<file path="src/rtl/sdram_slot_arbiter.sv">
// Single-slot SDRAM arbiter: video (port 0) first, CPU/DMA round-robin.
// Define SDRAM_ARB_STARVE_EN to let waiting low ports break port-0 runs.
module sdram_slot_arbiter #(
    parameter int DATA_PHASE   = 7,
    parameter int SLOT_LEN     = 14,
    parameter int STARVE_LIMIT = 4
) (
    input  logic        clk,
    input  logic        rst_n,
    input  logic        slot_sync,
    input  logic        p0_req,
    input  logic        p0_we,
    input  logic [24:0] p0_addr,
    input  logic [7:0]  p0_din,
    input  logic        p0_aux,
    output logic        p0_ack,
    output logic [15:0] p0_dout,
    input  logic        p1_req,
    input  logic        p1_we,
    input  logic [24:0] p1_addr,
    input  logic [7:0]  p1_din,
    input  logic        p1_aux,
    output logic        p1_ack,
    output logic [15:0] p1_dout,
    input  logic        p2_req,
    input  logic        p2_we,
    input  logic [24:0] p2_addr,
    input  logic [7:0]  p2_din,
    input  logic        p2_aux,
    output logic        p2_ack,
    output logic [15:0] p2_dout,
    output logic [24:0] mem_addr,
    output logic        mem_we,
    output logic [7:0]  mem_din,
    output logic        mem_aux,
    input  logic [15:0] mem_dout
);

    localparam bit CFG_OK = (DATA_PHASE >= 1) && (DATA_PHASE <= SLOT_LEN - 3)
                         && (DATA_PHASE <= 15)
                         && (STARVE_LIMIT >= 1) && (STARVE_LIMIT <= 7);

    if (!CFG_OK) begin : g_bad_cfg
        $error("sdram_slot_arbiter: illegal DATA_PHASE/SLOT_LEN/STARVE_LIMIT");
    end

    localparam logic [3:0] DP = DATA_PHASE[3:0];

    typedef enum logic {
        S_IDLE,
        S_BUSY
    } state_t;

    state_t      state_q, state_d;
    logic [3:0]  phase_q, phase_d;
    logic [1:0]  gnt_q, gnt_d;
    logic [1:0]  rr_last_q, rr_last_d;
    logic [2:0]  ack_q, ack_d;
    logic [15:0] dout_q [3];
    logic [15:0] dout_d [3];
    logic [24:0] mem_addr_q, mem_addr_d;
    logic        mem_we_q, mem_we_d;
    logic [7:0]  mem_din_q, mem_din_d;
    logic        mem_aux_q, mem_aux_d;

`ifdef SDRAM_ARB_STARVE_EN
    localparam logic [2:0] STARVE_MAX = STARVE_LIMIT[2:0];
    logic [2:0]  starve_q, starve_d;
`endif

    logic [2:0]  req, elig;
    logic        low_wait, force_low, win_vld;
    logic [1:0]  rr_win, win;
    logic [24:0] sel_addr;
    logic        sel_we, sel_aux;
    logic [7:0]  sel_din;

    assign req = {p2_req, p1_req, p0_req};

    // A port being acked may still show req high; it is not eligible again.
    always_comb begin
        elig = req & ~ack_q;
        for (int n = 0; n < 3; n++) begin
            if (state_q == S_BUSY && gnt_q == 2'(n)) elig[n] = 1'b0;
        end
        low_wait = elig[1] | elig[2];
        if (elig[1] && elig[2]) begin
            rr_win = (rr_last_q == 2'd1) ? 2'd2 : 2'd1;
        end else begin
            rr_win = elig[1] ? 2'd1 : 2'd2;
        end
`ifdef SDRAM_ARB_STARVE_EN
        force_low = low_wait && (starve_q >= STARVE_MAX);
`else
        force_low = 1'b0;
`endif
        win_vld = |elig;
        priority case (1'b1)
            elig[0] && !force_low: win = 2'd0;
            low_wait:              win = rr_win;
            default:               win = 2'd0;
        endcase
    end

    always_comb begin
        sel_addr = p0_addr;
        sel_we   = p0_we;
        sel_din  = p0_din;
        sel_aux  = p0_aux;
        case (win)
            2'd1: begin
                sel_addr = p1_addr;
                sel_we   = p1_we;
                sel_din  = p1_din;
                sel_aux  = p1_aux;
            end
            2'd2: begin
                sel_addr = p2_addr;
                sel_we   = p2_we;
                sel_din  = p2_din;
                sel_aux  = p2_aux;
            end
            default: ;
        endcase
    end

    always_comb begin
        state_d    = state_q;
        phase_d    = phase_q;
        gnt_d      = gnt_q;
        rr_last_d  = rr_last_q;
        ack_d      = '0;
        dout_d     = dout_q;
        mem_addr_d = mem_addr_q;
        mem_we_d   = mem_we_q;
        mem_din_d  = mem_din_q;
        mem_aux_d  = mem_aux_q;
`ifdef SDRAM_ARB_STARVE_EN
        starve_d   = starve_q;
`endif
        case (state_q)
            S_IDLE: begin
                if (slot_sync) begin
                    if (win_vld) begin
                        state_d    = S_BUSY;
                        gnt_d      = win;
                        phase_d    = '0;
                        mem_addr_d = sel_addr;
                        mem_we_d   = sel_we;
                        mem_din_d  = sel_din;
                        mem_aux_d  = sel_aux;
                        if (win != 2'd0) rr_last_d = win;
`ifdef SDRAM_ARB_STARVE_EN
                        if (win == 2'd0 && low_wait) begin
                            starve_d = (starve_q == 3'd7) ? starve_q
                                                          : starve_q + 3'd1;
                        end else begin
                            starve_d = '0;
                        end
`endif
                    end else begin
                        // Nobody wants this slot: let it be a dummy read.
                        mem_we_d = 1'b0;
`ifdef SDRAM_ARB_STARVE_EN
                        starve_d = '0;
`endif
                    end
                end
            end
            S_BUSY: begin
                phase_d = phase_q + 4'd1;
                if (phase_q == DP) begin
                    state_d = S_IDLE;
                    for (int n = 0; n < 3; n++) begin
                        if (gnt_q == 2'(n)) begin
                            ack_d[n] = 1'b1;
                            if (!mem_we_q) dout_d[n] = mem_dout;
                        end
                    end
                end
            end
            default: state_d = S_IDLE;
        endcase
    end

    always_ff @(posedge clk or negedge rst_n) begin
        if (!rst_n) begin
            state_q    <= S_IDLE;
            phase_q    <= '0;
            gnt_q      <= '0;
            rr_last_q  <= 2'd2;
            ack_q      <= '0;
            dout_q     <= '{default: '0};
            mem_addr_q <= '0;
            mem_we_q   <= 1'b0;
            mem_din_q  <= '0;
            mem_aux_q  <= 1'b0;
`ifdef SDRAM_ARB_STARVE_EN
            starve_q   <= '0;
`endif
        end else begin
            state_q    <= state_d;
            phase_q    <= phase_d;
            gnt_q      <= gnt_d;
            rr_last_q  <= rr_last_d;
            ack_q      <= ack_d;
            dout_q     <= dout_d;
            mem_addr_q <= mem_addr_d;
            mem_we_q   <= mem_we_d;
            mem_din_q  <= mem_din_d;
            mem_aux_q  <= mem_aux_d;
`ifdef SDRAM_ARB_STARVE_EN
            starve_q   <= starve_d;
`endif
        end
    end

    assign p0_ack   = ack_q[0];
    assign p1_ack   = ack_q[1];
    assign p2_ack   = ack_q[2];
    assign p0_dout  = dout_q[0];
    assign p1_dout  = dout_q[1];
    assign p2_dout  = dout_q[2];
    assign mem_addr = mem_addr_q;
    assign mem_we   = mem_we_q;
    assign mem_din  = mem_din_q;
    assign mem_aux  = mem_aux_q;

endmodule

</file>
<file path="config.mk">
export PLATFORM = sky130hd
export DESIGN_NAME = sdram_slot_arbiter
export DESIGN_NICKNAME = d
export VERILOG_FILES = /design/src/rtl/sdram_slot_arbiter.sv
export SDC_FILE = /design/constraint.sdc
export NUM_CORES = 1
export LEC_CHECK = 0
export CAP_MARGIN = 20
export CORE_ASPECT_RATIO = 0.5
export CORE_MARGIN = 4
export CORE_UTILIZATION = 38
export DETAILED_ROUTE_END_ITERATION = 16
export MAX_ROUTING_LAYER = met4
export PLACE_DENSITY = 0.75
export SETUP_SLACK_MARGIN = 0.3
export SLEW_MARGIN = 20
export SYNTH_ARGS = -nofsm -noshare
export SYNTH_HDL_FRONTEND = slang
export SYNTH_SLANG_ARGS = --single-unit
</file>
<file path="constraint.sdc">
create_clock -name clk -period 2.2 [get_ports clk]
set_input_delay 0.44 -clock clk [delete_from_list [all_inputs] [get_ports clk]]
set_output_delay 0.44 -clock clk [all_outputs]
set_load 0.01 [all_outputs]
</file>
; ---- Word-level counts from Yosys, hierarchy flattened
; Cells that the tools add are included.
[totals]
regBits = 95
input_bits = 127
out_inout_bits = 86
word_cells = 65
[classes]
add_sub_neg = 1
n_eq_ne = 8
n_mux = 25
bitwise_logic = 5
reduce_logical = 14
[ops]
columns = operator, count
row1 = one-hot mux 25 bit (2 select lines), 1
row2 = one-hot mux 8 bit (2 select lines), 1
row3 = AND reduction 4 bit, 4
row4 = 2-to-1 mux 1 bit, 10
row5 = 2-to-1 mux 2 bit, 5
row6 = 2-to-1 mux 4 bit, 2
row7 = one-hot mux 4 bit (2 select lines), 1
row8 = "== test 2 x 1 -> 1 bit, second input constant", 3
row9 = 2-to-1 mux 3 bit, 2
row10 = one-hot mux 1 bit (2 select lines), 3
row11 = "adder 4 x 1 -> 4 bit, second input constant", 1
row12 = "== test 2 bit, second input constant", 2
row13 = "== test 4 x 3 -> 1 bit, second input constant", 1
row14 = logical AND 1 bit, 4
row15 = "inequality test 2 bit, second input constant", 2
row16 = AND reduction 2 bit, 2
row17 = AND 3 bit, 1
row18 = inverter 3 bit, 1
row19 = AND reduction 3 bit, 1
row20 = OR reduction 3 bit, 1
row21 = zero test 2 bit, 1
row22 = inverter 1 bit, 2
row23 = nonzero test 2 bit, 1
row24 = OR 1 bit, 1

; ---- Depth between registers and ports, before layout
[logic_depth]
word_depth = 10
depth_mapped = 11
ltp_nobuf = 8

; ---- Least setup slack after synthesis
; Ideal clock, no wire load.
[synth_timing]
path_type = register -> register
from = register gnt_q[0]
to = register mem_addr_q[22] (netlist: mem_addr[22])
setup_ns = 0.125
arrival_time_ns = 2.253
required_time_ns = 2.075
slack_ns = -0.178
path_stages_with_launch = 9
n_path_buf = 2
synth_period_minus_slack_ns = 2.378
cell_sequence = dfrtp_1 -> nand2b_2 -> o21ai_0 -> o211ai_1 -> ha_1 -> clkbuf_1 -> clkbuf_1 -> o21ai_0 -> mux2_4
[synth_via]
elab_chain_len = 9
word_cells_on_any_way = 20
classes_between = eq/ne: 4 / mux: 8 / bitwise: 1 / reduce/logical: 7
[synth_lines]
columns = element, line_no
row1 = from (decl), 56  ; logic [1:0] gnt_q, gnt_d;
row2 = from (signal assigned), 204  ; gnt_q <= gnt_d;
row3 = == test 2 x 1 -> 1 bit or == test 2 bit (tied branches), 84  ; if (state_q == S_BUSY && gnt_q == 2'(n)) elig[n] = 1'b0;
row4 = logical AND 1 bit, 84
row5 = 2-to-1 mux 1 bit, 84
row6 = 2-to-1 mux 2 bit or logical AND 1 bit (tied branches), "90, 87"
row7 = 2-to-1 mux 2 bit, 87  ; if (elig[1] && elig[2]) begin
row8 = 2-to-1 mux 2 bit (2 in series), 98  ; priority case (1'b1)
row9 = == test 2 bit or == test 2 x 1 -> 1 bit (tied branches), 110  ; case (win)
row10 = one-hot mux 25 bit (2 select lines), 110
row11 = to (signal assigned), 208  ; mem_addr_q <= mem_addr_d;
row12 = to (decl), 61  ; logic [24:0] mem_addr_q, mem_addr_d;
; Several ways; a longest one is shown, not always the timed one.
; A chain may end at the register's enable or synchronous reset.

; ---- Worst setup path after layout
[layout_timing]
from = register gnt_q[0]
to = register mem_din_q[6] (netlist: mem_din[6])
[layout_via]
elab_chain_len = 9
word_cells_on_any_way = 20
classes_between = eq/ne: 4 / mux: 8 / bitwise: 1 / reduce/logical: 7
[layout_lines]
columns = element, line_no
row1 = == test 2 x 1 -> 1 bit or == test 2 bit (tied branches), 84
row2 = logical AND 1 bit, 84
row3 = 2-to-1 mux 1 bit, 84
row4 = 2-to-1 mux 2 bit or logical AND 1 bit (tied branches), "90, 87"
row5 = 2-to-1 mux 2 bit, 87
row6 = 2-to-1 mux 2 bit, 98
row7 = 2-to-1 mux 2 bit (*), 98
row8 = via win[0], 73  ; logic [1:0] rr_win, win;
row9 = == test 2 bit or == test 2 x 1 -> 1 bit (tied branches), 110
row10 = one-hot mux 8 bit (2 select lines) (*), 110
row11 = to (signal assigned), 210  ; mem_din_q <= mem_din_d;
row12 = to (decl), 63  ; logic [7:0] mem_din_q, mem_din_d;
; Mark *: on every way through the listed nets, which the timed path passes. The rest lies on a longest branch.

==> impl_metrics.py <==
metrics = {
    "global_routing": {
        "grt_overflow": 0,
        "antenna_found_initial": 0,
        "gr-usage-all-layers": 0.202,
        "grt_pass1_vias": 4019,
        "grt_max_degree": 38,
        "grt_pass1_wl_microns": 21700,
    },
    "logic_synthesis": {
        "synthCells": 361,
        "ys_ff_latch": 95,
        "synth_common_cells": "94 x dfrtp_1, 54 x mux2_4, 37 x o21ai_0, 36 x nand2_1, 35 x a22oi_1",
        "synth_fp_nets": 492,
        "syn_area_per_cell_sq_um": 13.0,
        "synth_top_cell_area_share": 0.503,
        "yosys.area.top_type": "dfrtp_1",
        "ys_async_sr_fraction": 1.00,
        "yosysWarnings": 0,
        "synth_cell_type_count": 39,
        "synthTopCellsByArea": "dfrtp_1 50%, mux2_4 17%, mux2_2 6.7%",
        "synth_most_common_cell": "dfrtp_1",
        "synth_flop_cell": "dfrtp_1",
        "synth_edf_count": 0,
        "ys_seq_area_frac": 0.509,
        "netlist_area_sq_um": 4680,
    },
    "routing": {
        "drtIter0Drc": 241,
        "postRouteAntennaNets": 0,
        "wl_per_cell_microns": 20.6,
        "wirelength_microns": 16400,
        "via_per_inst": 5.13,
        "vias": 4087,
        "drc": 0,
        "firstDrtPassIters": 4,
    },
    "place": {
        "gp_congestion": 0.812,
        "hpwl_microns": 9960,
        "dp.cells": 747,
        "portBuffers": 212,
        "post-place-ws_ps": -467,
    },
    "layout": {
        "area_growth_pct": 78.6,
        "antenna_cells": 0,
        "drive_gt1_frac": 0.374,
        "final_cells": 796,
        "nNetsFinal": 757,
        "fillers": 787,
    },
    "setup_path": {
        "worstSetupStartpoint": "gnt_q[0]",
        "worstRegToRegCells": 10,
        "reg2reg_to": "mem_din[6]",
        "crit_type": "reg2reg",
        "end_kind": "flop",
        "crit_path_start_kind": "flop",
        "r2r_start": "gnt_q[0]",
        "r2r_setup_slack_ps": -150,
        "crit_fanout": 18,
        "required_ps": 2430,
        "arrival_ps": 2580,
    },
    "hold_path": {
        "hp-class": "in2async",
    },
    "power_and_ir_drop": {
        "p_int_mw": 7.41,
        "pwr-share-clk": 0.146,
        "seq_power_share": 0.263,
        "combPwrFrac": 0.591,
        "leakage_nw": 3.61,
        "switchingPower_mw": 3.96,
        "cellPowerDensity_nw_per_um2": 1360,
        "switching_share": 0.348,
        "vdd_drop_max_uv": 594,
    },
    "die": {
        "die_x_microns": 165,
        "die_area_sq_um": 14300,
        "ios": 213,
        "core_sq_um": 11900,
        "start_util": 0.393,
        "std_cell_rows": 28,
        "die_h_microns": 86.4,
    },
    "timing": {
        "hold_violations": 0,
        "finClkSkew_ps": 5.86,
        "fmax_mhz": 425,
        "rsz0062_at_grt": "yes",
        "tightest_slew_ps": 506,
        "setup_ws_ps": -151,
        "min_period_ps": 2350,
        "fin_crit_sh": 1.07,
        "final-setup-viol-count": 36,
        "slew_viol_final": 0,
        "slew_headroom": 0.662,
    },
    "flow_run": {
        "timing.max_cap.violations": 0,
    },
    "clock_tree": {
        "clk_pin_slew_ps": 70,
        "cts_buffers": 9,
        "clk_latency_ps": 340,
        "cts_buffer_depth": 2,
        "h-tree-depth": 3,
        "cts.sinks": 95,
        "cts_root_buf": "clkbuf_16",
        "tritoncts": "built",
        "hold_buffers": 0,
    },
    "outcome": {
        "status": "finished with violations",
        "failed_checks": "negative setup slack",
    },
}
-- worst max path at each step --
stage / end / slack [ps] / cells past startpoint
2_1_floorplan: mem_addr[12] / 50 / 10
3_3_place_gp: mem_din[3] / -390 / 10
3_5_place_dp: mem_din[3] / -470 / 10
4_1_cts: mem_addr[24] / -20 / 10
5_1_grt: mem_addr[21] / -220 / 12
6_report: mem_din[6] / -150 / 10
-- state kept, by name (all words and copies together) (netlist names) --
signal	flops
mem_addr	25
gnt_q	2
p0_dout	16
mem_din	8
state_q	1
phase_q	4
ack_q	3
mem_aux	1
rr_last_q	2
p2_dout	16
p1_dout	16
mem_we	1
-- through the flow --
step	instance area [sq um]	setup TNS, ps	hold WS (ps)	utilization	total power [mW]
CTS	7890	-137	84.2	0.662	10.3
detailed placement	7250	-14340	450	0.609	7.99
global route	8350	-5910	96.3	0.701	11.9
global placement	7250	-12230	443	0.609	7.87
finish	8350	-3530	64.5	0.701	11.4
floorplan	4780	0	144	-	5.64
-- final cells by class --
type                    count  area, sq um  share of cell area
flip-flops and latches     95         2380               0.285
clock buffers              11          253              0.0303
clock inverters             5         63.8             0.00764
multi-input cells         238         2440               0.292
inverters                   4         15.0             0.00180
repair buffers            278         2990               0.358
well taps                 165          206              0.0247
-- cells in the final DEF, fill, tap and decap left out, types with 4 or more instances in the layout --
| cell type | n |
|---|---|
| clkdlybuf4s50_1 | 208 |
| dfrtp_1 | 91 |
| mux2_4 | 54 |
| nand2_1 | 35 |
| buf_4 | 29 |
| a22oi_2 | 28 |
| mux2_2 | 28 |
| o21ai_1 | 26 |
| buf_6 | 15 |
| clkbuf_16 | 13 |
| buf_12 | 13 |
| o21ai_2 | 8 |
| a22oi_1 | 7 |
| nor2_1 | 6 |
| o21ai_4 | 4 |
-- logic make-up after synthesis --
logic type | share of synthesized area
adders and majority gates | 0.0107
AOI/OAI and AO/OA | 0.122
buffers and inverters | 0.0372
and+or+nand+nor | 0.0725
DFF | 0.509
muxes | 0.243
xor gates and xnor gates | 0.00562
-- power by group through the flow --
stage / clock, mW / sequential, mW / combinational [mW]
6_report: 1.66 / 2.99 / 6.72
3_5_place_dp: 0 / 2.96 / 5.03
4_1_cts: 1.68 / 2.96 / 5.65
2_1_floorplan: 0 / 3.19 / 2.46
3_3_place_gp: 0 / 2.94 / 4.93
5_1_grt: 1.77 / 3.08 / 7.07
-- routing by layer --
metal | wire length (microns) | track usage | vias to the layer above
li1 | - | - | 1833
met4 | 502 | 0.0460 | 0
met1 | 6710 | 0.241 | 2072
met5 | 0 | - | -
met3 | 617 | 0.0337 | 43
met2 | 8540 | 0.361 | 139
-- worst max-delay path, cell delays in order, from the launching register on --
cell,delay (ps)
dfrtp_1,450
nand2b_4,180
o21a_1,220
a211oi_4,260
buf_4,190
ha_4,200
buf_6,140
buf_16,160
nand2_1,60
o21ai_0,90
mux2_4,270
-- repair_timing --
item                                    CTS  global route
buffers inserted                         10            14
endpoints found under the setup margin   38            41
pin swaps                                 9            20
gates resized for setup                  47            53
cloned                                    3             6
hold endpoints to repair                  0             0
Note: power is estimated with default switching activity, not from simulation.
